## config.mk

```make
export PLATFORM = sky130hd
export DESIGN_NAME = siw_memory_bram_arb
export DESIGN_NICKNAME = d
export VERILOG_FILES = /design/src/rtl/siw_memory_bram_arb.sv
export SDC_FILE = /design/constraint.sdc
export NUM_CORES = 1
export LEC_CHECK = 0
export CAP_MARGIN = 30
export CORE_ASPECT_RATIO = 0.9
export CORE_UTILIZATION = 40
export DETAILED_ROUTE_END_ITERATION = 6
export GPL_TIMING_DRIVEN = 0
export PLACE_DENSITY = 0.87
export REMOVE_ABC_BUFFERS = 1
export SYNTH_ARGS = -nofsm -noshare
export SYNTH_HDL_FRONTEND = slang
export SYNTH_SLANG_ARGS = --single-unit
```

## constraint.sdc

```tcl
create_clock -name siw_memory_bram_arb_clk -period 3.9 [get_ports siw_memory_bram_arb_clk]
set_input_delay 0.585 -clock siw_memory_bram_arb_clk [delete_from_list [all_inputs] [get_ports siw_memory_bram_arb_clk]]
set_output_delay 0.585 -clock siw_memory_bram_arb_clk [all_outputs]
set_load 0.1 [all_outputs]
```

## src/rtl/siw_memory_bram_arb.sv

```systemverilog
// siw_memory_bram_arb
//   Two-requester arbiter in front of port A of a 1024x32 BRAM with a
//   2-cycle registered read. One access is granted per cycle. The granted
//   command is registered toward the BRAM, and a {valid,id} shift register
//   tracks reads in flight so that returning data is steered to its owner.
//
//   Optional build macro: SIW_MEMORY_BRAM_ARB_PRIO_EN
//     defined     : requester 0 has fixed priority (requester 1 may starve)
//     not defined : round-robin between the two requesters
//
//   Read timeline (RD_LAT = 2):
//     T    req & gnt, command captured
//     T+1  command presented at the BRAM
//     T+3  BRAM output valid, rvalid_<id> = 1

module siw_memory_bram_arb #(
    parameter int AW     = 10,
    parameter int DW     = 32,
    parameter int RD_LAT = 2
) (
    input  logic          siw_memory_bram_arb_clk,
    input  logic          siw_memory_bram_arb_reset,
    input  logic          siw_memory_bram_arb_init,

    input  logic          siw_memory_bram_arb_req_0,
    input  logic          siw_memory_bram_arb_we_0,
    input  logic [AW-1:0] siw_memory_bram_arb_addr_0,
    input  logic [DW-1:0] siw_memory_bram_arb_wdata_0,
    input  logic          siw_memory_bram_arb_req_1,
    input  logic          siw_memory_bram_arb_we_1,
    input  logic [AW-1:0] siw_memory_bram_arb_addr_1,
    input  logic [DW-1:0] siw_memory_bram_arb_wdata_1,

    output logic          siw_memory_bram_arb_gnt_0,
    output logic          siw_memory_bram_arb_gnt_1,
    output logic          siw_memory_bram_arb_rvalid_0,
    output logic          siw_memory_bram_arb_rvalid_1,
    output logic [DW-1:0] siw_memory_bram_arb_rdata,
    output logic          siw_memory_bram_arb_busy,

    output logic          siw_memory_bram_arb_mem_enable,
    output logic          siw_memory_bram_arb_mem_we,
    output logic [AW-1:0] siw_memory_bram_arb_mem_addr,
    output logic [DW-1:0] siw_memory_bram_arb_mem_wdata,
    output logic [1:0]    siw_memory_bram_arb_mem_conf,
    input  logic [DW-1:0] siw_memory_bram_arb_mem_rdata
);

    // Short local aliases for the clock and the control inputs
    logic clk, rst, init;
    assign clk  = siw_memory_bram_arb_clk;
    assign rst  = siw_memory_bram_arb_reset;
    assign init = siw_memory_bram_arb_init;

    // Grant decision and the selected requester's command
    logic          gnt0, gnt1, accept;
    logic          sel_we;
    logic [AW-1:0] sel_addr;
    logic [DW-1:0] sel_wdata;

    // Registered BRAM command
    logic          mem_en_q, mem_en_d;
    logic          mem_we_q, mem_we_d;
    logic [AW-1:0] mem_addr_q, mem_addr_d;
    logic [DW-1:0] mem_wdata_q, mem_wdata_d;

    // Read-tracking shift register: stage 0 is the command stage, and the
    // last stage lines up with the BRAM output
    logic [RD_LAT:0] vld_q, vld_d;
    logic [RD_LAT:0] id_q, id_d;

`ifdef SIW_MEMORY_BRAM_ARB_PRIO_EN
    // Fixed priority: requester 0 always wins; grants are blocked in reset and init
    always_comb begin
        gnt0 = 1'b0;
        gnt1 = 1'b0;
        if (!rst && !init) begin
            gnt0 = siw_memory_bram_arb_req_0;
            gnt1 = siw_memory_bram_arb_req_1 & ~siw_memory_bram_arb_req_0;
        end
    end
`else
    // Round-robin pointer: id of the requester favoured on the next conflict
    logic rr_q, rr_d;

    // Round-robin grant: a lone request wins, and a conflict goes to rr_q
    always_comb begin
        gnt0 = 1'b0;
        gnt1 = 1'b0;
        if (!rst && !init) begin
            if (siw_memory_bram_arb_req_0 && siw_memory_bram_arb_req_1) begin
                gnt0 = ~rr_q;
                gnt1 = rr_q;
            end else begin
                gnt0 = siw_memory_bram_arb_req_0;
                gnt1 = siw_memory_bram_arb_req_1;
            end
        end
    end

    // Pointer next state: favour the other requester after an accept; init returns it to 0
    always_comb begin
        rr_d = rr_q;
        if (init)
            rr_d = 1'b0;
        else if (accept)
            rr_d = ~gnt1;
    end

    // Pointer register
    always_ff @(posedge clk or posedge rst) begin
        if (rst)
            rr_q <= 1'b0;
        else
            rr_q <= rr_d;
    end
`endif

    // Grant implies request, so any grant is an accepted access
    assign accept = gnt0 | gnt1;

    // Mux the winner's command toward the command stage
    always_comb begin
        sel_we    = siw_memory_bram_arb_we_0;
        sel_addr  = siw_memory_bram_arb_addr_0;
        sel_wdata = siw_memory_bram_arb_wdata_0;
        if (gnt1) begin
            sel_we    = siw_memory_bram_arb_we_1;
            sel_addr  = siw_memory_bram_arb_addr_1;
            sel_wdata = siw_memory_bram_arb_wdata_1;
        end
    end

    // Command stage next state: strobes fall when idle, address and data hold
    always_comb begin
        mem_en_d    = 1'b0;
        mem_we_d    = 1'b0;
        mem_addr_d  = mem_addr_q;
        mem_wdata_d = mem_wdata_q;
        if (!init && accept) begin
            mem_en_d    = 1'b1;
            mem_we_d    = sel_we;
            mem_addr_d  = sel_addr;
            mem_wdata_d = sel_wdata;
        end
    end

    // Command stage registers
    always_ff @(posedge clk or posedge rst) begin
        if (rst) begin
            mem_en_q    <= 1'b0;
            mem_we_q    <= 1'b0;
            mem_addr_q  <= '0;
            mem_wdata_q <= '0;
        end else begin
            mem_en_q    <= mem_en_d;
            mem_we_q    <= mem_we_d;
            mem_addr_q  <= mem_addr_d;
            mem_wdata_q <= mem_wdata_d;
        end
    end

    // Tracker next state: only accepted reads enter, and init drops everything in flight
    always_comb begin
        vld_d = {vld_q[RD_LAT-1:0], accept & ~sel_we};
        id_d  = {id_q[RD_LAT-1:0], gnt1};
        if (init)
            vld_d = '0;
    end

    // Tracker registers
    always_ff @(posedge clk or posedge rst) begin
        if (rst) begin
            vld_q <= '0;
            id_q  <= '0;
        end else begin
            vld_q <= vld_d;
            id_q  <= id_d;
        end
    end

    assign siw_memory_bram_arb_gnt_0      = gnt0;
    assign siw_memory_bram_arb_gnt_1      = gnt1;
    assign siw_memory_bram_arb_rvalid_0   = vld_q[RD_LAT] & ~id_q[RD_LAT];
    assign siw_memory_bram_arb_rvalid_1   = vld_q[RD_LAT] &  id_q[RD_LAT];
    assign siw_memory_bram_arb_rdata      = siw_memory_bram_arb_mem_rdata;
    assign siw_memory_bram_arb_busy       = |vld_q;
    assign siw_memory_bram_arb_mem_enable = mem_en_q;
    assign siw_memory_bram_arb_mem_we     = mem_we_q;
    assign siw_memory_bram_arb_mem_addr   = mem_addr_q;
    assign siw_memory_bram_arb_mem_wdata  = mem_wdata_q;
    assign siw_memory_bram_arb_mem_conf   = 2'd0;

endmodule
```

==> reports/metrics.yaml, run 1 <==
run_status:
  status: "finished, final reports clean"
synthesis:
  avgSynthCellArea_sq_um: 10.5
  syn_area_sq_mm: 0.00324
  synth_edf_count: 0
  synthTopCellsByCount: "51 x dfrtp_1, 43 x nand2_1, 42 x a221o_1"
  synth_seq_area_share_pct: 39.4
  ys_types: 28
  synthTopCellsByArea: "dfrtp_1 39%, a221o_1 13%, buf_4 9.0%, nor3b_2 7.7%, nor3_2 6.8%"
  ys_ff_latch: 51
  yosysTopAreaCell: "dfrtp_1"
  synth_async_sr_flop_share_pct: 100
  synth.top_cell.area_share_pct: 39.4
  synth-main-ff-cell: "dfrtp_1"
  synth.most_common_cell: "dfrtp_1"
  synthCells: 309
  yosysWarnings: 0
setup_path:
  r2r_cells: 4
  cp-start-kind: "input port"
  crit_path_end: "siw_memory_bram_arb_gnt_1"
  cp_max_fo: 48
  reg2reg_from: "rr_q"
  path_class: "input port to output port"
  reg2reg_slack_ns: 2.19
  end_kind: "output port"
  required_ns: 3.31
  r2r-end: "siw_memory_bram_arb_mem_wdata[23]"
  critPathSlowestCell: "dlygate4sd2_1"
  cpPeakStageDelay_ns: 0.89
  crit_start: "siw_memory_bram_arb_req_1"
  worstPathArrival_ns: 3.14
  path_cells: "buf_2 -> nand3_4 -> inv_1 -> dlygate4sd2_1"
global_routing:
  antenna_found_initial: 0
  grt_pass1_wl_um: 15400
  grt-ovfl-total: 0
  grt_use_total_pct: 23.4
  grt_start_max_net_pins: 49
  grt_pass1_vias: 2837
place:
  io_buffers: 139
  finalWeightedCongestion: 0.740
  place_hpwl_um: 7130
  dpl-instance-area_sq_mm: 0.00439
  dp_cells: 485
  dp_worst_setup_slack_ns: -0.497
clock_tree:
  cts_tree: "built"
  root_buffer: "clkbuf_8"
  clockBufferDepth: 2
  clock_latency_ns: 0.30
  h-tree-depth: 2
  cts.sinks: 51
  ctsHoldBuffers: 0
  cts.reportedPaths.clkPinSlew_ns: 0.10
  cts_made_buffers: 5
floorplanning:
  io_pins: 206
  die-area_sq_mm: 0.00845
  rows: 30
  dieHeight_um: 87.3
  coreArea_sq_mm: 0.00769
  start_util_pct: 42.0
  die_w_um: 96.8
timing:
  setup_tns_ns: 0
  tightest_slew_ns: 1.01
  maxSlewViolCount: 0
  timing.fmax_ghz: 0.269
  rsz0062_at_grt: "false"
  fin_crit_sh_pct: 95.4
  setup_violations: 0
  hold_violations: 0
  period_needed_ns: 3.72
  finalWorstSetupSlack_ns: 0.178
  slew_headroom_pct: 32.6
  fin_worst_skew_ns: 0.0116
route:
  post_drt_wl_per_cell_um: 20.0
  vias: 2832
  drc: 0
  routed_via_density: 5.76
  final_antenna_net_count: 0
  dr.pass1.iters: 4
  drt-initial-drc-count: 112
  wirelength_um: 9860
finish:
  instances_no_fill: 492
  fillers: 650
  final_core_util_pct: 58.5
  fin_nets: 519
  stdcell_area_sq_mm: 0.00450
  drive_gt1_share_pct: 15.7
  syn2layout_area_growth_pct: 39.0
  n_antenna_cell: 0
job:
  maxCapViolations: 0
min_path:
  min_path_type: "flip-flop to flip-flop"
power:
  cellLeakagePower_nw: 1.73
  ir_worst_vdd_mv: 0.196
  power_density_mw_per_mm2: 473
-- state kept, by name, indices dropped and copies added, names as in the netlist --
register / count
id_q: 3
rr_q: 1
siw_memory_bram_arb_mem_addr: 10
siw_memory_bram_arb_mem_enable: 1
siw_memory_bram_arb_mem_wdata: 32
siw_memory_bram_arb_mem_we: 1
vld_q: 3
-- through the flow --
step | total power [W] | hold WS [ns]
finish | 0.00213 | 0.361
global route | 0.00220 | 0.368
CTS | 0.00214 | 0.361
detailed placement | 0.00178 | 0.339
global placement | 0.00175 | 0.333
floorplan | 0.00144 | 0.331
-- cell families after synthesis --
logic type / Yosys count / synth area share [%]
flip-flops: 51 / 39.4
buffers and inverters: 69 / 15.4
AO/OA/AOI/OAI: 46 / 13.9
AND/OR/NAND/NOR: 142 / 31.2
other: 1 / 0.116
-- repair_timing --
item,CTS,global route
resized for setup,2,0
hold endpoints to repair,0,0
setup buffers,0,0
endpoints found under the setup margin,1,0
-- worst max-delay path: cells and delay by family --
| kind | cells | cell delay, ns |
|---|---|---|
| buf+inv | 3 | 1.83 |
| simple gates | 1 | 0.69 |
-- routing by layer --
| metal | global-route usage [%] | vias up | share of wire [%] |
|---|---|---|---|
| li1 | - | 1258 | - |
| met1 | 28.1 | 1382 | 41 |
| met2 | 36.4 | 176 | 45 |
| met3 | 13.2 | 14 | 13 |
| met4 | 4.88 | 2 | 1.1 |
| met5 | 4.73 | - | 0.41 |
-- layout by cell type (no fill, tap or decap), drive strengths merged, types with 4 or more instances in the layout --
master / Yosys / layout
nor3: 43 / 43
nand2: 43 / 43
and2b: 4 / 4
nor3b: 42 / 42
inv: 4 / 4
buf: 56 / 6
a221o: 42 / 42
clkbuf: 9 / 5
dfrtp: 51 / 51
clkdlybuf4s50: 0 / 137
-- power by group --
part | switching [W] | internal, W | total [W]
combinational | 0.000791 | 0.000317 | 0.00111
sequential | 0.0000492 | 0.000611 | 0.000660
clock | 0.000173 | 0.000188 | 0.000361
-- layout make-up --
type	instances	area (sq um)	share of cell area, %
clock inverter	2	37.5	0.834
tap	96	120	2.67
inverter	4	15.0	0.334
timing repair buffer	144	1490	33.2
clock buffer	5	68.8	1.53
sequential	51	1280	28.4
multi-input combinational	190	1490	33.1
-- worst min-delay path by stage --
stage	slack, ns	start	cells after the start	endpoint
global placement	0.33	id_q[0]	0	id_q[1]
CTS	0.36	id_q[1]	0	id_q[2]
global route	0.37	id_q[1]	0	id_q[2]
floorplan	0.33	id_q[0]	0	id_q[1]
finish	0.36	id_q[1]	0	id_q[2]
detailed placement	0.34	id_q[1]	0	id_q[2]
No activity file was read; power rests on OpenSTA's default activity.
==> run 2, diff against run 1 <==
clock period = 4.3 ns   (was 3.9 ns; I/O delays follow)
==> reports/metrics.yaml, run 2 (synthesized netlist as in run 1, its figures left out) <==
timing:
  period_needed_ns: 3.75
  hold_violations: 0
  setup_violations: 0
  fin_crit_sh_pct: 87.2
  timing.fmax_ghz: 0.267
  tightest_slew_ns: 1.01
  maxSlewViolCount: 0
  whs_ns: 0.361
  rsz0062_at_grt: "false"
  slew_headroom_pct: 32.6
  fin_worst_skew_ns: 0.0125
clock_tree:
  cts_made_buffers: 5
  root_buffer: "clkbuf_8"
  cts.sinks: 51
  clock_latency_ns: 0.30
  postCtsSetupBuffers: 0
  h-tree-depth: 2
  clockBufferDepth: 2
  cts.reportedPaths.clkPinSlew_ns: 0.10
  cts_tree: "built"
place:
  finalWeightedCongestion: 0.740
  io_buffers: 139
  place_hpwl_um: 7130
finish:
  final_core_util_pct: 58.5
  n_antenna_cell: 0
  drive_gt1_share_pct: 15.7
  syn2layout_area_growth_pct: 39.1
  fin_nets: 519
  largest_reg_flops: 32
  final_cell_mix: "137 x clkdlybuf4s50_1, 51 x dfrtp_1, 43 x nand2_1"
  mostFrequentLayoutCell: "clkdlybuf4s50_1"
route:
  wl_met3_um: 1260
  m1WireLength_um: 4050
  drc: 0
  vias: 2833
  top_layer_used: "met5"
  post_drt_wl_per_cell_um: 20.0
  dr.pass1.iters: 4
  final_antenna_net_count: 0
  wl_met2_um: 4400
  wirelength_um: 9860
  drt-initial-drc-count: 111
  routed_via_density: 5.76
power:
  cellLeakagePower_nw: 1.75
  intPower_w: 0.00101
  p_clk_share_pct: 17.0
  pwr-share-comb_pct: 52.0
  p_sw_w: 0.000920
  switching_share_pct: 47.6
  seqPwrFrac_pct: 31.0
  ir_worst_vdd_mv: 0.178
  power_density_mw_per_mm2: 429
setup_path:
  r2r_cells: 4
  reg2reg_from: "rr_q"
  path_class: "input port to output port"
  reg2reg_slack_ns: 2.58
  critPathTopFamily: "buffers and inverters"
  path_buf_inv: 3
  end_kind: "output port"
  critPathSlowestCell: "dlymetal6s2s_1"
  r2r-end: "siw_memory_bram_arb_mem_wdata[23]"
  worstPathArrival_ns: 3.11
  cpPeakStageDelay_ns: 0.79
  cp_max_fo: 48
  cp-start-kind: "input port"
  path_cells: "buf_2 -> nand3_4 -> inv_1 -> dlymetal6s2s_1"
  required_ns: 3.65
global_routing:
  grt_pass1_vias: 2837
  antenna_found_initial: 0
  grt_pass1_wl_um: 15400
  grt-ovfl-total: 0
  grt_use_total_pct: 23.4
  grt_start_max_net_pins: 49
min_path:
  min_path_type: "flip-flop to flip-flop"
  hold_path_startpoint: "id_q[1]"
  holdPathEnd: "id_q[2]"
  min_path_cells: 0
floorplanning:
  io_pins: 206
  coreArea_sq_mm: 0.00769
  rows: 30
  die-area_sq_mm: 0.00845
  start_util_pct: 42.0
  die_w_um: 96.8
  dieHeight_um: 87.3
run_status:
  status: "finished, final reports clean"
job:
  maxCapViolations: 0
## run 2: what timing repair did
item / CTS / global route
endpoints found under the setup margin: 1 / 1
gates resized for setup: 1 / 1
hold buffers: 0 / 0
## run 2: per-layer routing
layer,track usage (%),vias to the layer above
met3,13.2,14
met1,28.1,1386
met2,36.4,175
met4,4.88,2
met5,4.73,-
li1,-,1256
## run 2: worst max path at each step
stage | startpoint | to | slack (ns) | cells after the start
global route | siw_memory_bram_arb_req_1 | siw_memory_bram_arb_gnt_1 | 0.40 | 4
finish | siw_memory_bram_arb_req_1 | siw_memory_bram_arb_gnt_1 | 0.55 | 4
floorplan | siw_memory_bram_arb_init | siw_memory_bram_arb_gnt_1 | 1.59 | 3
CTS | siw_memory_bram_arb_req_1 | siw_memory_bram_arb_gnt_1 | 0.17 | 4
global placement | siw_memory_bram_arb_req_1 | siw_memory_bram_arb_gnt_1 | -1.39 | 4
detailed placement | siw_memory_bram_arb_req_1 | siw_memory_bram_arb_gnt_1 | -0.22 | 4
## run 2: cell type report
cell class / count / area, sq um
inverter: 4 / 15.0
tap: 96 / 120
clock inverter: 2 / 37.5
timing repair buffer: 144 / 1500
multi-input combinational: 190 / 1490
fill: 649 / 3190
clock buffer: 5 / 68.8
sequential: 51 / 1280
## run 2: power groups by stage
stage	registers, W	clock network (W)	logic (W)
after floorplan	0.00114	0	0.000168
after global placement	0.000604	0	0.000984
after detailed placement	0.000606	0	0.00101
after CTS	0.000599	0.000336	0.00101
after global routing	0.000608	0.000356	0.00103
final	0.000599	0.000328	0.00101
## run 2: through the flow
stage                     cell area [sq um]  power, W  instances  setup TNS, ns  setup slack (ns)
after floorplan                        2760   0.00131        245              0              1.59
after global placement                 4270   0.00159        480         -22.80             -1.39
after detailed placement               4390   0.00161        485         -0.217            -0.217
after CTS                              4500   0.00194        492              0             0.169
after global routing                   4500   0.00200        492              0             0.397
final                                  4500   0.00193        492              0             0.548
==> run 3, diff against run 2 <==
CELL_PAD_IN_SITES_DETAIL_PLACEMENT = 0   (was not set)
CELL_PAD_IN_SITES_GLOBAL_PLACEMENT = 1   (was not set)
CORE_UTILIZATION = 26   (was 40)
PLACE_DENSITY = 0.8   (was 0.87)
clock period = 3.6 ns   (was 4.3 ns; I/O delays follow)
==> reports/metrics.yaml, run 3 (synthesized netlist as in run 1, its figures left out) <==
run_status:
  status: "finished, final reports clean"
timing:
  rsz0062_at_grt: "false"
  hold_violations: 0
  tightest_slew_ns: 1.00
  setup_tns_ns: 0
  setup_violations: 0
  fin_crit_sh_pct: 88.6
  timing.fmax_ghz: 0.313
  maxSlewViolCount: 0
  period_needed_ns: 3.19
  whs_ns: 0.350
  fin_worst_skew_ns: 0.00959
  slew_headroom_pct: 33.2
setup_path:
  cp_max_fo: 5
  critPathSlowestCell: "clkdlybuf4s50_1"
  critPathTopFamily: "buffers and inverters"
  crit_top_cell: "clkdlybuf4s50_1"
  path_cells: "clkdlybuf4s50_1 -> nor2_4 -> and3_1 -> clkdlybuf4s50_1"
  cp-start-kind: "input port"
  reg2reg_slack_ns: 1.82
  worstPathArrival_ns: 2.65
  end_kind: "output port"
  cpPeakStageDelay_ns: 1.16
  path_buf_inv: 2
  required_ns: 3.06
  path_class: "input port to output port"
finish:
  fillers: 1190
  instances_no_fill: 559
  mostFrequentLayoutCell: "clkdlybuf4s50_1"
  fin_nets: 521
  final_cell_mix: "137 x clkdlybuf4s50_1, 51 x dfrtp_1, 43 x nand2_1"
  drive_gt1_share_pct: 16.5
  n_antenna_cell: 0
  largest_reg_flops: 32
  syn2layout_area_growth_pct: 44.4
global_routing:
  grt_pass1_vias: 2943
  grt_use_total_pct: 16.0
  grt_pass1_wl_um: 16100
  grt_start_max_net_pins: 47
  grt-ovfl-total: 0
  antenna_found_initial: 0
route:
  drt-initial-drc-count: 135
  wirelength_um: 10300
  dr.pass1.iters: 4
  vias: 2789
  drc: 0
  routed_via_density: 4.99
  post_drt_wl_per_cell_um: 18.5
  final_antenna_net_count: 0
power:
  ir_worst_vdd_mv: 0.171
  cellLeakagePower_nw: 1.78
  p_clk_share_pct: 20.1
  switching_share_pct: 47.2
  total_power_w: 0.00241
  p_sw_w: 0.00114
  intPower_w: 0.00127
  seqPwrFrac_pct: 29.6
  power_density_mw_per_mm2: 515
  pwr-share-comb_pct: 50.2
clock_tree:
  cts.reportedPaths.clkPinSlew_ns: 0.08
  h-tree-depth: 2
  root_buffer: "clkbuf_16"
  cts_made_buffers: 5
  clockBufferDepth: 2
  cts_tree: "built"
  cts.sinks: 51
  clock_latency_ns: 0.29
  postCtsSetupBuffers: 0
floorplanning:
  die-area_sq_mm: 0.0129
  die_w_um: 120
  io_pins: 206
  start_util_pct: 26.8
  dieHeight_um: 108
  rows: 38
  coreArea_sq_mm: 0.0121
place:
  dp_cells: 551
  io_buffers: 139
  place_hpwl_um: 7390
  finalWeightedCongestion: 0.671
min_path:
  min_path_type: "flip-flop to flip-flop"
job:
  maxCapViolations: 0
[run 3: per-layer routing]
layer  up-vias  share of wire, %  global-route usage, %
met1      1366                46                   21.2
met3         4                10                   6.78
li1       1261                 -                      -
met4         2              0.46                   2.95
met5         -              0.38                   5.00
met2       156                43                   23.6
[run 3: area by class of cell]
type / count / area, sq um / share of cell area, %
multi-input cells: 190 / 1480 / 31.7
well taps: 160 / 200 / 4.28
inverters: 4 / 15.0 / 0.321
clock inverters: 3 / 25.0 / 0.535
flip-flops and latches: 51 / 1280 / 27.3
repair buffers: 146 / 1550 / 33.2
clock buffers: 5 / 125 / 2.68
[run 3: per-stage QoR]
step           setup slack, ns  utilization, %  cell area (sq um)
6_report                 0.409            38.7               4670
5_1_grt                  0.290            38.7               4670
4_1_cts                 0.0160            38.7               4680
3_5_place_dp            -0.289            37.5               4530
3_3_place_gp             -2.22            36.0               4350
2_1_floorplan             1.10               -               2760
[run 3: final timing paths]
path,depth (start not counted),start,to
worst max-delay path,4,siw_memory_bram_arb_init,siw_memory_bram_arb_gnt_0
worst min-delay path,0,id_q[1],id_q[2]
worst max register to register,4,rr_q,siw_memory_bram_arb_mem_wdata[10]
worst min register to register,0,id_q[1],id_q[2]
max in group asynchronous,3,siw_memory_bram_arb_reset,siw_memory_bram_arb_mem_addr[0]
min in group asynchronous,2,siw_memory_bram_arb_reset,siw_memory_bram_arb_mem_enable
[run 3: timing repair]
action / 4_1_cts / 5_1_grt
resized for setup: 2 / 1
setup endpoints to repair: 1 / 1
pin swaps: 0 / 0
hold buffers: 0 / 0
[run 3: power groups by stage]
stage	Clock, W	Combinational (W)	Sequential [W]
after CTS	0.000510	0.00122	0.000714
after global routing	0.000532	0.00125	0.000726
after detailed placement	0	0.00121	0.000722
after floorplan	0	0.000201	0.00136
final	0.000485	0.00121	0.000714
after global placement	0	0.00119	0.000722
